### src/rtl/flush_scheduler.sv
// Write-back flush sequencer: walks the dirty bitmap lowest-sector-first, writes each
// sector with bounded retries and clears its tracker bit once storage confirms it.
module flush_scheduler #(
  parameter int unsigned MAX_RETRY = 3
) (
  input  logic        clk,
  input  logic        reset,
  input  logic [63:0] dirty_sectors,
  input  logic        all_clean,
  input  logic        flush_start,
  output logic        wr_req,
  output logic [5:0]  wr_saddr,
  input  logic        wr_ack,
  input  logic        wr_done,
  input  logic        wr_ok,
  output logic        clean_en,
  output logic [5:0]  clean_saddr,
  output logic        clean_d,
  output logic        busy,
  output logic        flush_done,
  output logic        flush_error,
  output logic [6:0]  flushed_count
);

  typedef enum logic [2:0] {
    IDLE,
    SCAN,
    ISSUE,
    WAIT,
    CLEAR,
    DONE,
    ERROR
  } state_t;

  state_t     state;
  logic [3:0] retry_cnt;
  logic [3:0] retry_next;
  logic [5:0] lowest_dirty;

  // Priority encoder: the last assignment in the descending loop wins, giving the lowest set bit.
  always_comb begin
    lowest_dirty = '0;
    for (int i = 63; i >= 0; i--) begin
      if (dirty_sectors[i]) lowest_dirty = 6'(i);
    end
  end

  assign retry_next = (retry_cnt == 4'hF) ? retry_cnt : retry_cnt + 4'd1;
  assign clean_d    = 1'b0;

  always_ff @(posedge clk) begin
    if (reset) begin
      state         <= IDLE;
      retry_cnt     <= '0;
      wr_req        <= 1'b0;
      wr_saddr      <= '0;
      clean_en      <= 1'b0;
      clean_saddr   <= '0;
      busy          <= 1'b0;
      flush_done    <= 1'b0;
      flush_error   <= 1'b0;
      flushed_count <= '0;
    end else begin
      flush_done <= 1'b0;
      clean_en   <= 1'b0;
      case (state)
        IDLE, ERROR: begin
          if (flush_start) begin
            flushed_count <= '0;
            retry_cnt     <= '0;
            flush_error   <= 1'b0;
            busy          <= 1'b1;
            state         <= SCAN;
          end
        end
        SCAN: begin
          if (all_clean) begin
            flush_done <= 1'b1;
            state      <= DONE;
          end else begin
            wr_saddr <= lowest_dirty;
            wr_req   <= 1'b1;
            state    <= ISSUE;
          end
        end
        ISSUE: begin
          if (wr_ack) begin
            wr_req <= 1'b0;
            state  <= WAIT;
          end
        end
        WAIT: begin
          if (wr_done) begin
            if (wr_ok) begin
              clean_en    <= 1'b1;
              clean_saddr <= wr_saddr;
              state       <= CLEAR;
            end else begin
              retry_cnt <= retry_next;
              if ({28'd0, retry_next} < MAX_RETRY) begin
                wr_req <= 1'b1;
                state  <= ISSUE;
              end else begin
                busy        <= 1'b0;
                flush_error <= 1'b1;
                state       <= ERROR;
              end
            end
          end
        end
        CLEAR: begin
          flushed_count <= flushed_count + 7'd1;
          retry_cnt     <= '0;
          state         <= SCAN;
        end
        DONE: begin
          busy  <= 1'b0;
          state <= IDLE;
        end
        default: state <= IDLE;
      endcase
    end
  end

endmodule
### config.mk
export PLATFORM = sky130hd
export DESIGN_NAME = flush_scheduler
export DESIGN_NICKNAME = d
export VERILOG_FILES = /design/src/rtl/flush_scheduler.sv
export SDC_FILE = /design/constraint.sdc
export NUM_CORES = 1
export LEC_CHECK = 0
export CORE_MARGIN = 2
export CORE_UTILIZATION = 48
export CTS_BUF_LIST = sky130_fd_sc_hd__clkbuf_8
export CTS_CLUSTER_SIZE = 14
export DETAILED_ROUTE_END_ITERATION = 10
export GPL_TIMING_DRIVEN = 0
export PLACE_DENSITY_LB_ADDON = 0.08
export SYNTH_ARGS = -nofsm -noshare
export SYNTH_HDL_FRONTEND = slang
export SYNTH_SLANG_ARGS = --single-unit
### constraint.sdc
create_clock -name clk -period 3.45 [get_ports clk]
set_input_delay 0.5175 -clock clk [delete_from_list [all_inputs] [get_ports clk]]
set_output_delay 0.5175 -clock clk [all_outputs]
set_load 0.01 [all_outputs]
==> flow_summary_export.csv, run 1 <==
group,metric,value,unit
synthesis,synth_area_leader_cell,"dfxtp_1",
setup_path,critical_path_arrival,2470,ps
synthesis,synth_seq_cells,31,
run_status,status,"completed",
sta,hold_ws,468.1,ps
drt,drt_iter0_drc,94,
sta,max_freq,443.4,MHz
synthesis,synth.most_common_cell,"nor2_1",
clocking,ctsHoldBuffers,0,
drt,routed_wl,6.475,mm
power_and_ir_drop,leakage,1.193,nW
drt,vias,2735,
sta,finalCritPeriodShare,0.6537,
synthesis,syn_area_per_cell,7.337,um2
sta,slew_viol_final,0,
cells_and_area,multi_input_area,0.001551,mm2
drt,avgRoutedWirePerCell,13.92,um
power_and_ir_drop,p_comb_frac,0.284,
synthesis,syn_nets,382,
drt,first_pass_iters,4,
power_and_ir_drop,seqPwrFrac,0.419,
synthesis,synth_area_leaders,"dfxtp_1, nor2_1, a21oi_1, nor4_1, mux2i_1",
grt,grt_first_pass_wirelength,10.83,mm
power_and_ir_drop,pwr-share-clk,0.297,
grt,grt_use_total,0.2548,
floorplan,die_w,72.73,um
synthesis,yosysWarnings,0,
clocking,cts_buffer_depth,2,
power_and_ir_drop,power_report.internal_total,638.5,uW
power_and_ir_drop,switchingPower,254.4,uW
setup_path,r2r_slack,1280,ps
drt,drc,0,
clocking,htree_levels,2,
floorplan,initial_core_util,0.4897,
grt,grt_pass1_vias,2520,
setup_path,cp-end-kind,"register",
cells_and_area,seq_area,620.6,um2
floorplan,die-area,0.005289,mm2
floorplan,io_pins,96,
placed_design,port_buffers,94,
clocking,numCtsBuffers,5,
clocking,cts.sinks,31,
synthesis,syn_area,0.002267,mm2
grt,antenna_found_initial,0,
drt,ant_nets,0,
grt,grt_max_degree,11,
setup_path,required,3670,ps
cells_and_area,nNetsFinal,483,
sta,worst_slew_pin_slew,784.5,ps
sta,clock_skew,3.299,ps
setup_path,worst_setup_path_start_kind,"primary input",
synthesis,ys.flop_type,"dfxtp_1",
sta,period_needed,2255,ps
setup_path,path_class,"in -> reg",
flow_run,maxCapViolCount,0,
synthesis,synth_top_area_share,0.2737,
cells_and_area,area_delta_synth_final,48.07,%
grt,overflow,0,
clocking,ctsResizeCount,0,
setup_path,crit_fanout,9,
cells_and_area,antenna-diode-count,0,
cells_and_area,final_layout_size_suffix_gt1_frac,0.03650,
floorplan,core_area,0.004629,mm2
floorplan,row_count,25,
sta,final_hold_viol_count,0,
sta,setup_viol,0,
synthesis,netlist_instances,309,
sta,rsz0062_at_grt,"no",
synthesis,synthArstFlopShare,0,
placed_design,dp_hpwl,5.195,mm
clocking,tritoncts,"yes",
power_and_ir_drop,switching_share,0.2849,
synthesis,synth-edff-count,0,
synthesis,synth_seq_area_share,0.2737,
clocking,clkLatencyLatePin,280,ps
floorplan,chipHeight,72.73,um
power_and_ir_drop,p_per_area,266.0,mW/mm2
sta,slew_headroom,0.4759,
synthesis,ys_top_cells_by_count,"nor2_1, dfxtp_1, a21oi_1, nand2_1, nor4_1",
placed_design,gp_congestion,0.8867,
clocking,clk_pin_slew_worst_paths,60,ps
synthesis,synthDistinctLibCells,56,
cells_and_area,fin_util,0.7251,
cells_and_area,fillCellCount,383,
power_and_ir_drop,ir_worst_vdd,0.1618,mV
worst_hold_path,hp-class,"reg -> reg",
clocking,postCtsSetupBuffers,0,
clocking,clock-root-buffer,"clkbuf_8",
drt,vias_per_cell,5.882,
sta,fin_setup_tns,0,ps
[per-layer routing]
metal / track usage / vias to the layer above / part of all wire / routed length [um]
met1: 0.3003 / 1249 / 0.44 / 2840
met2: 0.4505 / 89 / 0.50 / 3223
met4: 0.1111 / 0 / 0.019 / 122
met5: 0 / - / 0 / 0
li1: - / 1386 / - / -
met3: 0.04420 / 11 / 0.045 / 289
[power groups by stage]
| stage | clock network (mW) | logic, mW | registers, mW |
|---|---|---|---|
| 5_1_grt | 0.287 | 0.279 | 0.375 |
| 4_1_cts | 0.272 | 0.252 | 0.374 |
| 3_3_place_gp | 0 | 0.247 | 0.381 |
| 6_report | 0.265 | 0.253 | 0.374 |
| 3_5_place_dp | 0 | 0.250 | 0.382 |
| 2_1_floorplan | 0 | 0.109 | 0.383 |
[logic make-up (layout without fill, tap and decap cells)]
| family | count (synthesis) | count (layout) | synth area share |
|---|---|---|---|
| mux | 10 | 10 | 0.04470 |
| fa+ha+maj | 2 | 2 | 0.01104 |
| other cells | 1 | 1 | 0.001654 |
| simple gates | 163 | 163 | 0.3813 |
| flops | 31 | 31 | 0.2737 |
| buf+inv | 20 | 122 | 0.04194 |
| compound gates | 79 | 79 | 0.2340 |
| xor+xnor | 3 | 3 | 0.01159 |
[registers in the layout, indices dropped and copies added, names as in the netlist]
signal         cells
flush_done         1
flush_error        1
wr_saddr           6
state              3
wr_req             1
busy               1
flushed_count      7
retry_cnt          4
clean_saddr        6
clean_en           1
[placed cells by master (no fill, tap or decap), types with 12 or more instances in the layout]
| cell type | netlist | layout |
|---|---|---|
| o21ai_0 | 12 | 12 |
| clkdlybuf4s50_1 | 0 | 94 |
| nor3_1 | 14 | 14 |
| nor2_1 | 50 | 50 |
| inv_1 | 11 | 13 |
| dfxtp_1 | 31 | 31 |
| nor4_1 | 15 | 15 |
| or4_1 | 12 | 12 |
| a21oi_1 | 22 | 22 |
| nand2_1 | 19 | 19 |
[path summary, 6_finish.rpt]
kind / from / cells after the start / endpoint
worst max register to register: state[0] / 6 / wr_saddr[0]
worst min-delay path: flush_error / 2 / flush_error
worst min register to register: flush_error / 2 / flush_error
worst max-delay path: all_clean / 7 / wr_saddr[1]
[through the flow]
stage                     power (mW)  instances  setup slack [ps]  instance area [um2]
after global routing          0.9408        465              1113                 3357
after CTS                     0.8975        465              1203                 3357
after global placement        0.6284        457             898.1                 3276
final                         0.8928        465              1195                 3357
after floorplan               0.4919        309              1519                 2267
after detailed placement      0.6320        457             927.9                 3276
[worst max-delay path, cell delays in order]
cell and delay (ps):
clkdlybuf4s50_1 480, or4b_4 510, buf_6 150, or4_1 410
a21o_1 170, o2bb2ai_1 110, a21oi_1 120
[final cells by class]
type,count,area share
Multi-Input combinational cell,258,0.4622
Timing Repair Buffer,94,0.2803
Sequential cell,31,0.1849
Clock buffer,5,0.02050
Tap cell,54,0.02013
Buffer,9,0.01603
Inverter,11,0.01230
Clock inverter,3,0.003727
No activity file was read; power rests on OpenSTA's default activity.
==> inputs of run 2 (changes only) <==
--- a/config.mk
+++ b/config.mk
@@ -6,7 +6,7 @@
 export NUM_CORES = 1
 export LEC_CHECK = 0
 export CORE_MARGIN = 2
-export CORE_UTILIZATION = 48
+export CORE_UTILIZATION = 44
 export CTS_BUF_LIST = sky130_fd_sc_hd__clkbuf_8
 export CTS_CLUSTER_SIZE = 14
 export DETAILED_ROUTE_END_ITERATION = 10
==> constraint.sdc (replaced) <==
create_clock -name clk -period 2.2 [get_ports clk]
set_input_delay 0.33 -clock clk [delete_from_list [all_inputs] [get_ports clk]]
set_output_delay 0.33 -clock clk [all_outputs]
set_load 0.01 [all_outputs]
==> run 2 against run 1 <==
  * Total power is 68% higher
  * Worst setup slack got worse by 1100 ps
  * Hold slack got worse by 6.2 ps
  * Sequential power rose by 57%
  * Die area grew 8.6%
  * Final cell count is 3.4% higher
  * Critical path depth decreased by 1
  * Global-route usage shrank 1.6 points
  * Routed wire length up 2.7%
==> flow_summary_export.csv, run 2 (same netlist as run 1, synthesis figures left out) <==
group,metric,value,unit
setup_path,path_cells,"clkdlybuf4s50_1 > or4_1 > nor4_1 > o41ai_1 > a22oi_1 > nor2_1",
sta,slew_viol_final,0,
grt,grt_max_degree,11,
power_and_ir_drop,leakage,1.199,nW
floorplan,core_area,0.005042,mm2
sta,slew_headroom,0.4371,
floorplan,initial_core_util,0.4496,
clocking,tritoncts,"yes",
cells_and_area,top_regs,"flushed_count (7), clean_saddr (6), wr_saddr (6)",
drt,ant_nets,0,
cells_and_area,largest_reg_flops,7,
cells_and_area,regMostFlops,"flushed_count",
setup_path,worst_setup_path_start_kind,"primary input",
setup_path,cp_num_buf_inv,1,
sta,clock_skew,3.860,ps
setup_path,cpMaxStageDelayCell,"or4_1",
placed_design,dp_hpwl,5.365,mm
floorplan,chipHeight,75.78,um
flow_run,maxCapViolCount,0,
power_and_ir_drop,ir_worst_vdd,0.2028,mV
drt,avgRoutedWirePerCell,13.82,um
grt,grt_pass1_vias,2435,
clocking,numCtsBuffers,5,
floorplan,die_w,75.78,um
setup_path,path_class,"in -> reg",
grt,grt_use_total,0.2385,
drt,first_pass_iters,4,
setup_path,cp-end-kind,"register",
clocking,htree_levels,2,
sta,max_freq,468.8,MHz
sta,rsz0062_at_grt,"no",
sta,period_needed,2133,ps
cells_and_area,antenna-diode-count,0,
drt,routed_wl,6.648,mm
setup_path,critical-path-top-delay-family,"simple AND/OR/NAND/NOR gates",
clocking,cts_buffer_depth,2,
cells_and_area,final_layout_size_suffix_gt1_frac,0.04866,
grt,antenna_found_initial,0,
drt,drc,0,
clocking,ctsHoldBuffers,0,
sta,finalCritPeriodShare,0.9697,
placed_design,gp_congestion,0.9071,
clocking,cts.sinks,31,
setup_path,slowest_delay,600,ps
setup_path,required,2360,ps
worst_hold_path,hp-class,"reg -> reg",
clocking,clock-root-buffer,"clkbuf_8",
floorplan,io_pins,96,
clocking,postCtsSetupBuffers,0,
cells_and_area,mostFrequentLayoutCells,"clkdlybuf4s50_1, nor2_1, dfxtp_1",
run_status,status,"completed",
placed_design,placedInstanceArea,0.003296,mm2
sta,hold_ws,461.8,ps
cells_and_area,area_delta_synth_final,50.66,%
cells_and_area,fin_area,0.003416,mm2
setup_path,critical_path_arrival,2290,ps
floorplan,die-area,0.005743,mm2
sta,final_hold_viol_count,0,
drt,drt_iter0_drc,101,
clocking,clkLatencyLatePin,280,ps
cells_and_area,fillCellCount,468,
grt,grt_first_pass_wirelength,10.66,mm
drt,vias_per_cell,5.607,
sta,worst_slew_pin_slew,841.8,ps
drt,vias,2697,
power_and_ir_drop,p_per_area,437.8,mW/mm2
floorplan,row_count,26,
cells_and_area,nNetsFinal,483,
cells_and_area,layout_commonest_cell,"clkdlybuf4s50_1",
clocking,clk_pin_slew_worst_paths,70,ps
placed_design,port_buffers,94,
setup_path,crit_fanout,5,
sta,setup_viol,0,
grt,overflow,0,
==> run 2: cell count changes in the layout (fill, tap and decap cells not counted) <==
cell | before | now
inv_1 | 13 | 11
nor4b_2 | 0 | 1
clkbuf_8 | 5 | 7
nor3b_2 | 0 | 2
nor4b_1 | 2 | 1
nor3b_1 | 3 | 1
clkinv_2 | 1 | 0
clkinvlp_4 | 0 | 1
==> run 2: path summary, 6_finish.rpt <==
path	slack, ps	startpoint	cells after the start	to
setup reg to reg	150	state[0]	6	wr_saddr[5]
setup / recovery	70	dirty_sectors[23]	6	wr_saddr[4]
hold reg to reg	460	flush_error	2	flush_error
hold / removal	460	flush_error	2	flush_error
==> run 2: final cells by class <==
| class | count | area (um2) | area share |
|---|---|---|---|
| multi-input combinational | 258 | 1568 | 0.4590 |
| timing repair buffer | 94 | 940.9 | 0.2755 |
| sequential | 31 | 620.6 | 0.1817 |
| clock buffer | 7 | 96.34 | 0.02821 |
| tap | 70 | 87.58 | 0.02564 |
| buffer | 9 | 53.80 | 0.01575 |
| inverter | 11 | 41.29 | 0.01209 |
| clock inverter | 1 | 7.507 | 0.002198 |
==> run 2: metrics by stage <==
stage | power, mW | setup TNS (ps) | util | cells | setup slack [ps]
after floorplan | 0.7715 | 0 | - | 309 | 324.3
after global placement | 0.9915 | -696.7 | 0.6536 | 473 | -203.4
after detailed placement | 0.9948 | -697.1 | 0.6536 | 473 | -195.9
after CTS | 1.498 | 0 | 0.6754 | 481 | 97.37
after global routing | 1.564 | 0 | 0.6774 | 481 | 12.46
final | 1.496 | 0 | 0.6774 | 481 | 66.75
==> run 2: tightest hold or removal path, delay by kind of cell (launching register included) <==
| family | cells | cell delay, ps |
|---|---|---|
| AOI/OAI and AO/OA | 1 | 50 |
| DFF | 1 | 310 |
| and+or+nand+nor | 1 | 50 |
==> run 2: what timing repair did <==
action,in CTS,in global routing
endpoints found under the setup margin,1,4
gates cloned,0,0
resized for setup,1,2
==> run 2: report_power, final <==
group	internal [mW]	total, mW	switching, mW
clock network	0.284	0.507	0.222
registers	0.576	0.586	0.00994
logic	0.214	0.403	0.189
==> run 2: metal layers <==
layer / up-vias / GRT usage / wire length, um
li1: 1392 / - / -
met1: 1218 / 0.2963 / 2963
met2: 76 / 0.4090 / 3214
met3: 11 / 0.04101 / 328
met4: 0 / 0.09162 / 140
met5: - / 0 / 0
